===== config.mk =====
export PLATFORM = sky130hd
export DESIGN_NAME = jvm_byte_fetcher
export DESIGN_NICKNAME = d
export VERILOG_FILES = /design/src/rtl/jvm_byte_fetcher_pkg.sv /design/src/rtl/jvm_byte_fetcher_fifo.sv /design/src/rtl/jvm_byte_fetcher.sv
export SDC_FILE = /design/constraint.sdc
export NUM_CORES = 1
export LEC_CHECK = 0
export CAP_MARGIN = 10
export CORE_ASPECT_RATIO = 1.25
export CORE_MARGIN = 3
export CORE_UTILIZATION = 58
export CTS_CLUSTER_DIAMETER = 80
export DETAILED_ROUTE_END_ITERATION = 8
export MAX_ROUTING_LAYER = met4
export PLACE_DENSITY = 0.9
export RECOVER_POWER = 50
export SLEW_MARGIN = 40
export SYNTH_ARGS = -nofsm -noshare
export SYNTH_HDL_FRONTEND = slang
export SYNTH_HIERARCHICAL = 1
export SYNTH_SLANG_ARGS = --single-unit

===== constraint.sdc =====
create_clock -name clk -period 6.2 [get_ports clk]
set_input_delay 1.55 -clock clk [delete_from_list [all_inputs] [get_ports clk]]
set_output_delay 1.55 -clock clk [all_outputs]
set_load 0.05 [all_outputs]

===== src/rtl/jvm_byte_fetcher_pkg.sv =====
// Shared types and helpers for the JVM bytecode fetcher: fetch FSM encoding,
// word geometry and big-endian lane handling.
package jvm_byte_fetcher_pkg;

  localparam int WORD_BYTES = 4;
  localparam int FETCH_SM_W = 2;
  localparam int PUSH_CNT_W = $clog2(WORD_BYTES) + 1;

  typedef enum logic [FETCH_SM_W-1:0] {
    F_IDLE = 2'd0,
    F_REQ  = 2'd1,
    F_WAIT = 2'd2
  } fetch_state_t;

  typedef logic [WORD_BYTES-1:0][7:0] word_lanes_t;

  // Lane 0 is the lowest byte address, which sits in bits [31:24] of the word.
  function automatic word_lanes_t split_word(input logic [31:0] word);
    word_lanes_t lanes;
    for (int i = 0; i < WORD_BYTES; i++) begin
      lanes[i] = word[31-8*i -: 8];
    end
    return lanes;
  endfunction

  // Keep only the lanes at or after the entry offset of an unaligned target.
  function automatic logic [WORD_BYTES-1:0] lane_mask(input logic [1:0] skip);
    logic [WORD_BYTES-1:0] mask;
    for (int i = 0; i < WORD_BYTES; i++) begin
      mask[i] = (i >= int'(skip));
    end
    return mask;
  endfunction

endpackage


===== src/rtl/jvm_byte_fetcher_fifo.sv =====
// Byte FIFO for the fetcher: accepts up to WORD_BYTES masked bytes per cycle,
// delivers one byte per pop, and reports its free-entry count.
module byte_fifo
  import jvm_byte_fetcher_pkg::*;
#(
  parameter int DEPTH = 8
) (
  input  logic                         clk,
  input  logic                         reset,
  input  logic                         flush_i,
  input  word_lanes_t                  push_data_i,
  input  logic [WORD_BYTES-1:0]        push_mask_i,
  input  logic                         pop_i,
  output logic [7:0]                   head_o,
  output logic                         empty_o,
  output logic [$clog2(DEPTH):0]       free_o
);

  localparam int PTR_W = $clog2(DEPTH);
  localparam int CNT_W = PTR_W + 1;

  logic [7:0]            mem_q [DEPTH];
  logic [7:0]            mem_d [DEPTH];
  logic [PTR_W-1:0]      wr_ptr_q, wr_ptr_d;
  logic [PTR_W-1:0]      rd_ptr_q, rd_ptr_d;
  logic [CNT_W-1:0]      count_q, count_d;
  logic [PUSH_CNT_W-1:0] push_cnt;
  logic                  pop_ok;

  // NOTE: every always_comb output gets a default first so no path leaves it unassigned (no latch).
  always_comb begin
    mem_d    = mem_q;
    push_cnt = '0;
    // Masked lanes are packed back to back starting at the write pointer.
    for (int i = 0; i < WORD_BYTES; i++) begin
      if (push_mask_i[i]) begin
        mem_d[wr_ptr_q + PTR_W'(push_cnt)] = push_data_i[i];
        push_cnt = push_cnt + PUSH_CNT_W'(1);
      end
    end

    pop_ok   = pop_i && (count_q != '0);
    wr_ptr_d = wr_ptr_q + PTR_W'(push_cnt);
    rd_ptr_d = rd_ptr_q + PTR_W'(pop_ok);
    count_d  = count_q + CNT_W'(push_cnt) - CNT_W'(pop_ok);

    if (flush_i) begin
      wr_ptr_d = '0;
      rd_ptr_d = '0;
      count_d  = '0;
    end
  end

  // NOTE: sequential state is updated with non-blocking assignments only.
  always_ff @(posedge clk) begin
    if (reset) begin
      wr_ptr_q <= '0;
      rd_ptr_q <= '0;
      count_q  <= '0;
    end else begin
      wr_ptr_q <= wr_ptr_d;
      rd_ptr_q <= rd_ptr_d;
      count_q  <= count_d;
    end
  end

  // NOTE: storage is not reset; the pointers and count alone decide which entries are valid.
  always_ff @(posedge clk) begin
    mem_q <= mem_d;
  end

  assign empty_o = (count_q == '0);
  assign head_o  = empty_o ? 8'h00 : mem_q[rd_ptr_q];
  assign free_o  = CNT_W'(DEPTH) - count_q;

endmodule


===== src/rtl/jvm_byte_fetcher.sv =====
// Bytecode supply for the JIT translator: prefetches instruction-RAM words into
// a byte FIFO and hands out one bytecode per consume, with byte-granular redirects.
module jvm_byte_fetcher
  import jvm_byte_fetcher_pkg::*;
#(
  parameter int ADDR_W     = 16,
  parameter int FIFO_DEPTH = 8
) (
  input  logic              clk,
  input  logic              reset,
  input  logic              consume,
  input  logic              redirect,
  input  logic [ADDR_W-1:0] redirect_pc,
  output logic [7:0]        iram_data,
  output logic              waiting,
  output logic [ADDR_W-1:0] byte_pc,
  output logic              mem_req,
  output logic [ADDR_W-3:0] mem_addr,
  input  logic              mem_gnt,
  input  logic              mem_rvalid,
  input  logic [31:0]       mem_rdata
);

  localparam int FREE_W = $clog2(FIFO_DEPTH) + 1;

  fetch_state_t          state_q;
  logic [ADDR_W-3:0]     fetch_word_q;
  logic [1:0]            skip_q;
  logic                  discard_q;
  logic                  mem_req_q;
  logic [ADDR_W-3:0]     mem_addr_q;
  logic [ADDR_W-1:0]     byte_pc_q, byte_pc_d;

  logic                  fifo_empty;
  logic [FREE_W-1:0]     fifo_free;
  logic [WORD_BYTES-1:0] push_mask;
  logic                  pop_req;
  logic                  room_for_word;

  always_comb begin
    push_mask = '0;
    if ((state_q == F_WAIT) && mem_rvalid && !discard_q && !redirect) begin
      push_mask = lane_mask(skip_q);
    end

    pop_req   = consume && !redirect;

    byte_pc_d = byte_pc_q;
    if (redirect) begin
      byte_pc_d = redirect_pc;
    end else if (consume && !fifo_empty) begin
      byte_pc_d = byte_pc_q + ADDR_W'(1);
    end
  end

  // Free space is judged before this cycle's pop, so a full word always fits.
  assign room_for_word = (fifo_free >= FREE_W'(WORD_BYTES));

  always_ff @(posedge clk) begin
    if (reset) begin
      state_q      <= F_IDLE;
      fetch_word_q <= '0;
      skip_q       <= '0;
      // A read already granted will still answer; remember to drop it.
      discard_q    <= (state_q == F_WAIT) || (discard_q && !mem_rvalid);
      mem_req_q    <= 1'b0;
      mem_addr_q   <= '0;
      byte_pc_q    <= '0;
    end else begin
      byte_pc_q <= byte_pc_d;
      if (mem_rvalid) begin
        discard_q <= 1'b0;
      end

      if (redirect) begin
        fetch_word_q <= redirect_pc[ADDR_W-1:2];
        skip_q       <= redirect_pc[1:0];
        mem_req_q    <= 1'b0;
        unique case (state_q)
          F_REQ: begin
            if (mem_gnt) begin
              discard_q <= 1'b1;
              state_q   <= F_WAIT;
            end else begin
              state_q   <= F_IDLE;
            end
          end
          F_WAIT: begin
            // The in-flight word is stale; if it lands this very cycle it is simply not pushed.
            if (mem_rvalid) begin
              state_q   <= F_IDLE;
            end else begin
              discard_q <= 1'b1;
            end
          end
          default: state_q <= F_IDLE;
        endcase
      end else begin
        unique case (state_q)
          F_IDLE: begin
            if (room_for_word && !discard_q) begin
              mem_req_q  <= 1'b1;
              mem_addr_q <= fetch_word_q;
              state_q    <= F_REQ;
            end
          end
          F_REQ: begin
            if (mem_gnt) begin
              mem_req_q <= 1'b0;
              state_q   <= F_WAIT;
            end
          end
          F_WAIT: begin
            if (mem_rvalid) begin
              state_q <= F_IDLE;
              if (!discard_q) begin
                skip_q       <= '0;
                fetch_word_q <= fetch_word_q + 1'b1;
              end
            end
          end
          default: state_q <= F_IDLE;
        endcase
      end
    end
  end

  byte_fifo #(
    .DEPTH (FIFO_DEPTH)
  ) u_fifo (
    .clk         (clk),
    .reset       (reset),
    .flush_i     (redirect),
    .push_data_i (split_word(mem_rdata)),
    .push_mask_i (push_mask),
    .pop_i       (pop_req),
    .head_o      (iram_data),
    .empty_o     (fifo_empty),
    .free_o      (fifo_free)
  );

  assign waiting  = fifo_empty;
  assign byte_pc  = byte_pc_q;
  assign mem_req  = mem_req_q;
  assign mem_addr = mem_addr_q;

endmodule


==> impl_results.md <==
- Layout area overhead: 17.5%
- Num Clock Sinks: 124
- CTS clk-pin slew, worst paths: 0.06 ns
- Critical Path, Cell by Cell: dlygate4sd3_1, nand3b_1, nor3_1, inv_1, ha_1, xor2_1, ha_1, fa_1, xor2_2, xor2_2, buf_4, nor3_1, a31oi_1
- Commonest non-fill, non-tap cells in the layout: 142 x nor3_1, 121 x dfxtp_1, 105 x nand2_1, 75 x mux2i_1, 66 x a31oi_1
- Synthesized Nets: 1096
- Max clock buf depth: 2
- Setup_tns: 0 ns
- WL final: 27.7 mm
- Post-Syn Instances: 1015
- Core area: 14100 um2
- Fin util: 0.711
- Worst-path fanout max: 22
- Total number of vias: 8536
- Final #Nets: 1118
- # rows: 48
- Crit path DAT: 5.79 ns
- Total global-route track usage: 0.351
- Max-slew violations: 54
- Reg2Reg Depth: 14
- CTS buffer count: 17
- Kind of critical path: primary input to flop
- Crit. End Element: flop
- IO buf count: 93
- Cell Pwr Density: 240 nW/um2
- GRT overflow: 0
- Comb power frac: 0.167
- MaxCap Viol Count: 1
- Worst Hold Class: flop to flop
- Int Power: 1.71 mW
- Final Hold Violating Endpoints: 0
- Peak Freq: 183 MHz
- Clock Skew: 0.0108 ns
- I/O pin cnt: 94
- DRC viols: 0
- Starting density of the core: 0.605
- Post-CTS resize count: 0
- Critical R2R Launch: state_q[0]
- Fin crit share: 0.880
- Worst EP required: 6.53 ns
- Vias per cell: 6.97
- CP max stage cell: dlygate4sd3_1
- Sw Share: 0.286
- Setup crit start: mem_rvalid
- 1st-iter DRT viols: 1185
- R2R setup slack: 1.73 ns
- Worst-Margin Slew: 2.11 ns
- Setup violators final: 0
- Clock power share: 0.456
- Antenna violations before repair: 0
- Final Critical Period: 5.45 ns
- Failing checks: capacitance limit, slew limit
- ANT nets after route: 0
- DR pass1 iterations: 7
- Clock tree from TritonCTS: yes
- Syn Std Cell Area: 8500 um2
- Register share of total power: 0.376
- Largest net degree at the start of global routing: 54
- Peak VDD IR: 0.214 mV
- Routability cong.: 0.994
- Crit path launch type: primary input
- Die outline height: 141 um
- First-pass GRT wire length: 43.1 mm
- CTS root buffer: clkbuf_16
- Hold-fix buffers, CTS: 0
- Hpwl dp: 18.6 mm
- Worst path max stage delay: 0.60 ns
- DIE AREA: 16100 um2
- Power, Total: 2.40 mW
- Net switching power: 0.686 mW
- Most common cell after layout, fill and taps aside: nor3_1
- Die Width: 114 um
- Vias in the first global route: 8373
- CP Capture Point: u_fifo/mem_q[26]
- Antenna cell count: 0
- Leak: 3.97 nW
- Syn Area/Cell: 8.37 um2
- Final instance area: 9990 um2
- Syn. warnings: 6
- FF-to-FF End: u_fifo/mem_q[26]
- H-tree levels: 4
- Status: finished with violations
- RSZ-0062 raised after global routing: false
- Dpl cell area: 9350 um2
- Clock Latency Late Sink: 0.44 ns
- Layout cells sized above 1: 0.0971
- Setup Fix Bufs, Post-CTS: 0
- Slew headroom: -0.405
- Post-detailed-route wirelength per cell: 22.6 um
registers in the layout, summed over array words and instances (netlist names):
signal and cells:
u_fifo/mem_q 64, byte_pc 16, fetch_word_q 14, mem_addr 14, u_fifo/count_q 4, u_fifo/rd_ptr_q 3
u_fifo/wr_ptr_q 3, skip_q 2, state_q 2, discard_q 1, mem_req 1
critical path: cells and delay by family:
family | cells | cell delay, ns
buffers and inverters | 3 | 1.17
XOR/XNOR | 3 | 1.02
adder cells (fa/ha/maj) | 3 | 1.01
AND/OR/NAND/NOR | 3 | 0.80
AO/OA/AOI/OAI | 1 | 0.24
power by group through the flow:
stage                     clock, mW  sequential, mW  combinational [mW]
after floorplan                   0           0.944               0.228
after global placement            0           0.914               0.383
after detailed placement          0           0.915               0.393
after CTS                      1.09           0.898               0.397
after global routing           1.12           0.904               0.424
final                          1.09           0.901               0.401
metrics by stage:
stage / setup slack (ns) / std cells / hold WS (ns)
global route: 0.636 / 1225 / 0.521
finish: 0.745 / 1225 / 0.496
detailed placement: 0.677 / 1192 / 0.483
floorplan: 1.04 / 1015 / 0.478
CTS: 1.09 / 1224 / 0.501
global placement: 0.915 / 1192 / 0.472
worst min path at each step:
stage | start | endpoint | cells past startpoint
after floorplan | skip_q[0] | skip_q[0] | 2
after CTS | mem_addr[11] | mem_addr[11] | 2
after global placement | mem_addr[11] | mem_addr[11] | 2
after detailed placement | mem_addr[11] | mem_addr[11] | 2
after global routing | mem_addr[11] | mem_addr[11] | 2
final | mem_req | mem_req | 2
area by class of cell:
type / instances / area (um2)
inverter: 38 / 143
clock buffer: 18 / 429
timing repair buffer: 118 / 1100
fill: 1026 / 4070
tap: 175 / 219
clock inverter: 14 / 205
multi-input combinational: 738 / 5400
sequential: 124 / 2490
routing by layer:
layer,routed length (um),track usage,vias up,share of wire
li1,-,-,3726,-
met1,9650,0.385,3909,0.35
met2,13000,0.554,696,0.47
met3,2930,0.0840,205,0.11
met4,2120,0.251,0,0.076
met5,0,-,-,0
No activity file was read; power rests on OpenSTA's default activity.
